$ cat config.mk
export PLATFORM = sky130hd
export DESIGN_NAME = pc_fetch_unit
export DESIGN_NICKNAME = d
export VERILOG_FILES = /design/src/rtl/pc_fetch_unit.sv
export SDC_FILE = /design/constraint.sdc
export NUM_CORES = 1
export LEC_CHECK = 0
export CAP_MARGIN = 20
export CORE_ASPECT_RATIO = 1.2
export CORE_MARGIN = 2
export CORE_UTILIZATION = 50
export CTS_CLUSTER_SIZE = 12
export DETAILED_ROUTE_END_ITERATION = 10
export PLACE_DENSITY = 0.9
export SYNTH_ARGS = -nofsm -noshare
export SYNTH_HDL_FRONTEND = slang
export SYNTH_SLANG_ARGS = --single-unit
$ cat constraint.sdc
create_clock -name CLK -period 7.8 [get_ports CLK]
set_input_delay 0.78 -clock CLK [delete_from_list [all_inputs] [get_ports CLK]]
set_output_delay 0.78 -clock CLK [all_outputs]
set_load 0.01 [all_outputs]
$ cat src/rtl/pc_fetch_unit.sv
// Instruction-fetch stage: owns the PC, drives the instruction-memory read port,
// applies branch/jump redirects (deferred while an access is in flight) and produces IF/ID.
module pc_fetch_unit #(
    parameter logic [31:0] RESET_VECTOR = 32'h0000_0000,
    parameter logic [31:0] NOP_INSTR    = 32'h0000_0013
) (
    input  logic        CLK,
    input  logic        RESET,
    input  logic        PC_MUX_CONTROL,
    input  logic        REG_FLUSH,
    input  logic [31:0] BRANCH_OR_JUMP_ADDR,
    input  logic        STALL,
    input  logic        IMEM_BUSYWAIT,
    input  logic [31:0] IMEM_INSTR,
    output logic [31:0] IMEM_ADDR,
    output logic        IMEM_READ,
    output logic [31:0] IFID_PC,
    output logic [31:0] IFID_INSTR,
    output logic        IFID_VALID
);

    typedef enum logic {
        ST_RUN   = 1'b0,
        ST_DRAIN = 1'b1
    } state_t;

    state_t      r_state;
    logic [31:0] r_pc;
    logic [31:0] r_pend_addr;
    logic [31:0] r_ifid_pc;
    logic [31:0] r_ifid_instr;
    logic        r_ifid_valid;

    logic [31:0] w_target;
    logic [31:0] w_pc_inc;

    assign w_target = BRANCH_OR_JUMP_ADDR & ~32'd3;
    assign w_pc_inc = r_pc + 32'd4;

    assign IMEM_ADDR  = r_pc;
    assign IMEM_READ  = ~RESET;
    assign IFID_PC    = r_ifid_pc;
    assign IFID_INSTR = r_ifid_instr;
    assign IFID_VALID = r_ifid_valid;

    // NOTE: all state uses non-blocking assignments so every branch below sees
    // the pre-edge values of r_pc/r_state, regardless of statement order.
    always_ff @(posedge CLK or posedge RESET) begin
        if (RESET) begin
            r_state      <= ST_RUN;
            r_pc         <= RESET_VECTOR;
            r_pend_addr  <= 32'd0;
            r_ifid_pc    <= 32'd0;
            r_ifid_instr <= NOP_INSTR;
            r_ifid_valid <= 1'b0;
        end else begin
            case (r_state)
                ST_RUN: begin
                    if (PC_MUX_CONTROL) begin
                        // The word being fetched now is wrong-path: never let it go valid.
                        r_ifid_pc    <= r_pc;
                        r_ifid_instr <= NOP_INSTR;
                        r_ifid_valid <= 1'b0;
                        if (!IMEM_BUSYWAIT) begin
                            r_pc <= w_target;
                        end else begin
                            r_pend_addr <= w_target;
                            r_state     <= ST_DRAIN;
                        end
                    end else begin
                        if (REG_FLUSH || (!STALL && IMEM_BUSYWAIT)) begin
                            r_ifid_pc    <= r_pc;
                            r_ifid_instr <= NOP_INSTR;
                            r_ifid_valid <= 1'b0;
                        end else if (!STALL) begin
                            r_ifid_pc    <= r_pc;
                            r_ifid_instr <= IMEM_INSTR;
                            r_ifid_valid <= 1'b1;
                        end
                        if (!STALL && !IMEM_BUSYWAIT) begin
                            r_pc <= w_pc_inc;
                        end
                    end
                end
                ST_DRAIN: begin
                    // Memory cannot abort: keep the old address until it completes,
                    // then discard the returned word and jump to the latest target.
                    r_ifid_pc    <= r_pc;
                    r_ifid_instr <= NOP_INSTR;
                    r_ifid_valid <= 1'b0;
                    if (PC_MUX_CONTROL) begin
                        r_pend_addr <= w_target;
                    end
                    if (!IMEM_BUSYWAIT) begin
                        r_pc    <= PC_MUX_CONTROL ? w_target : r_pend_addr;
                        r_state <= ST_RUN;
                    end
                end
                default: r_state <= ST_RUN;
            endcase
        end
    end

endmodule

==> out/metrics.yaml <==
holdBufCountCts: 0
slowest_stage: "a21o_1"
synth_area_leaders: "dfrtp_1 (54%), nand2_1 (7.7%), mux2_2 (5.7%)"
worst_pin_slew_ns: 1.09
grt_pass1_vias: 5278
core.rowCount: 43
post_cts_buffers: 0
synth_cell_types: 51
fin_crit_ns: 3.49
finClkSkew_ns: 0.00693
holdPathStages: 2
fin_ws_ns: 4.31
start_util_pct: 51.3
syn2layout_area_growth_pct: 40.3
cts.path.max_buffers: 2
cts.repair.resized: 0
syn_avg_cell_area_um2: 10.1
grt-ovfl-total: 0
cpPeakStageDelay_ns: 0.96
fin_tns_setup_ns: 0
dieHeight_um: 123
tritoncts: "yes"
diodes: 0
drv_slew: 0
post_drt_wl_per_cell_um: 19.1
syn_inst: 589
fin_area_um2: 8320
crit_arrival_ns: 3.78
die_w_um: 103
via_per_inst: 5.94
grt_use_total_pct: 27.7
placed_area_um2: 7670
critPathLaunchType: "input port"
ys_seq_area_share_pct: 54.9
dieArea_um2: 12800
path_cells: "clkdlybuf4s50_1 -> buf_4 -> nor2_1 -> a21o_1 -> o21ai_0 -> or3_1"
grt_pass1_wl_um: 27100
p_per_area_nw_per_um2: 253
vias: 5392
synth-edff-count: 0
routed_wl_um: 17300
fp.coreArea_um2: 11600
drt_iter0_drc: 728
critical_path_class: "in -> reg"
synth_top_area_cell: "dfrtp_1"
cts_max_level: 4
numPortBuffers: 165
post-route-util_pct: 71.9
cp-end-kind: "flip-flop"
synthesis.nets: 660
synth_top_area_share_pct: 53.6
hp-class: "reg -> reg"
ir_worst_vdd_mv: 0.145
rsz0062_at_grt: "false"
drt_first_pass_iters: 6
pre_cts_ws_ns: 3.99
setup_viol: 0
slew_headroom_pct: 27.1
drcViolationCount: 0
insertion_delay_ns: 0.41
ios: 168
hpwlAfterDp_um: 11600
max_freq_ghz: 0.287
cp_num_buf_inv: 2
fin_nets: 808
cts_made_buffers: 17
cellLeakagePower_nw: 3.54
cap_violations: 0
antenna_found_initial: 0
synthArstFlopShare_pct: 100
place_congestion: 0.843
postRouteAntennaNets: 0
clkSlewWorstSetupHoldPaths_ns: 0.06
status: "complete, no violations"
post-route-period-util_pct: 44.7
layout-drive-gt1-share_pct: 11.1
synth_seq_cells: 130
hold_viol: 0
clockRootBuffer: "clkbuf_16"
syn_area_um2: 5930
r2r_cells: 4
yosysWarnings: 0
grt_max_degree: 69
crit_family: "compound AO/OA/AOI/OAI gates"
clock_sinks: 130
synth_ff_type: "dfrtp_1"
crit_fanout: 52
cp.depth: 6
cp.required_ns: 8.09
==> final cells by class <==
class                   count  area [µm²]
clock buffers              19         443
clock inverters            13         206
inverters                  10        40.0
repair buffers            172        1700
flip-flops and latches    130        3260
fillers                   770        3250
well taps                 157         196
multi-input cells         406        2470
==> state kept, by name, summed over array words and instances (netlist names) <==
| signal | count |
|---|---|
| IFID_INSTR | 32 |
| IFID_PC | 32 |
| IMEM_ADDR | 32 |
| r_pend_addr | 32 |
| IFID_VALID | 1 |
| r_state | 1 |
==> per-layer routing <==
metal | vias up | wire length [µm] | part of all wire (%) | GRT usage (%)
li1 | 2423 | - | - | -
met1 | 2575 | 6710 | 39 | 35.5
met2 | 338 | 8420 | 49 | 45.4
met3 | 56 | 1590 | 9.2 | 5.88
met4 | 0 | 570 | 3.3 | 11.8
met5 | - | 0 | 0 | 0
==> cells by family after synthesis <==
kind of cell,share of synthesized area [%]
muxes,6.03
buffers and inverters,3.67
and+or+nand+nor,16.7
AOI/OAI and AO/OA,18.5
DFF,54.9
adders and majority gates,0.211
==> worst paths after layout <==
| path | endpoint | slack [ns] | startpoint |
|---|---|---|---|
| worst max-delay path | IMEM_ADDR[25] | 4.31 | PC_MUX_CONTROL |
| worst min-delay path | IFID_PC[13] | 0.47 | IFID_PC[13] |
| worst max register to register | IMEM_ADDR[25] | 4.51 | r_state |
| worst min register to register | IFID_PC[13] | 0.47 | IFID_PC[13] |
| max in group asynchronous | r_pend_addr[28] | 5.59 | RESET |
| min in group asynchronous | IFID_INSTR[21] | 0.90 | RESET |
==> synthesized netlist by cell type, drive strengths merged (3+ instances only) <==
library cell  count
dfrtp           127
nand2           122
o21ai            52
a22o             35
clkbuf           30
mux2             30
nor2             29
a21oi            22
buf              13
nand3            11
a31oi            10
inv              10
nor3             10
a22oi             8
or3               8
nor4              7
nand4             6
and3              5
a221oi            4
a222oi            4
and2              4
o2bb2ai           4
dfstp             3
nor2b             3
o22a              3
o22ai             3
o31a              3
o41ai             3
==> per-stage QoR <==
stage / hold slack [ns] / std cells / power, W
after floorplan: 0.454 / 589 / 0.00101
after detailed placement: 0.456 / 875 / 0.00124
final: 0.466 / 907 / 0.00211
after CTS: 0.469 / 907 / 0.00211
after global routing: 0.498 / 907 / 0.00219
after global placement: 0.451 / 875 / 0.00122
==> where the power goes <==
part | switching (W) | internal (W) | leakage, nW | total, W
Combinational | 0.000179 | 0.000205 | 1.59 | 0.000384
Sequential | 0.0000950 | 0.000759 | 1.64 | 0.000854
Clock | 0.000293 | 0.000575 | 0.313 | 0.000869
==> tightest hold or removal path, cell delays in order, from the launching register on <==
cell and delay [ns]:
dfrtp_1 0.34, nand2_1 0.05, nand2_1 0.05
==> layout by cell type (no fill, tap or decap), drive strengths merged, types with 2 or more instances in the layout <==
master,n
a21oi,22
a221oi,4
a222oi,4
a22o,35
a22oi,8
a31oi,10
and2,4
and3,5
and4,2
buf,7
bufinv,5
clkbuf,19
clkdlybuf4s50,165
clkinv,5
clkinvlp,2
dfrtp,127
dfstp,3
inv,11
mux2,30
mux2i,2
nand2,122
nand2b,2
nand3,11
nand4,6
nor2,29
nor2b,3
nor3,10
nor4,7
o211ai,2
o21ai,52
o22a,3
o22ai,3
o2bb2ai,4
o31a,3
o31ai,2
o41ai,3
or3,8
No activity file was read; power rests on OpenSTA's default activity.
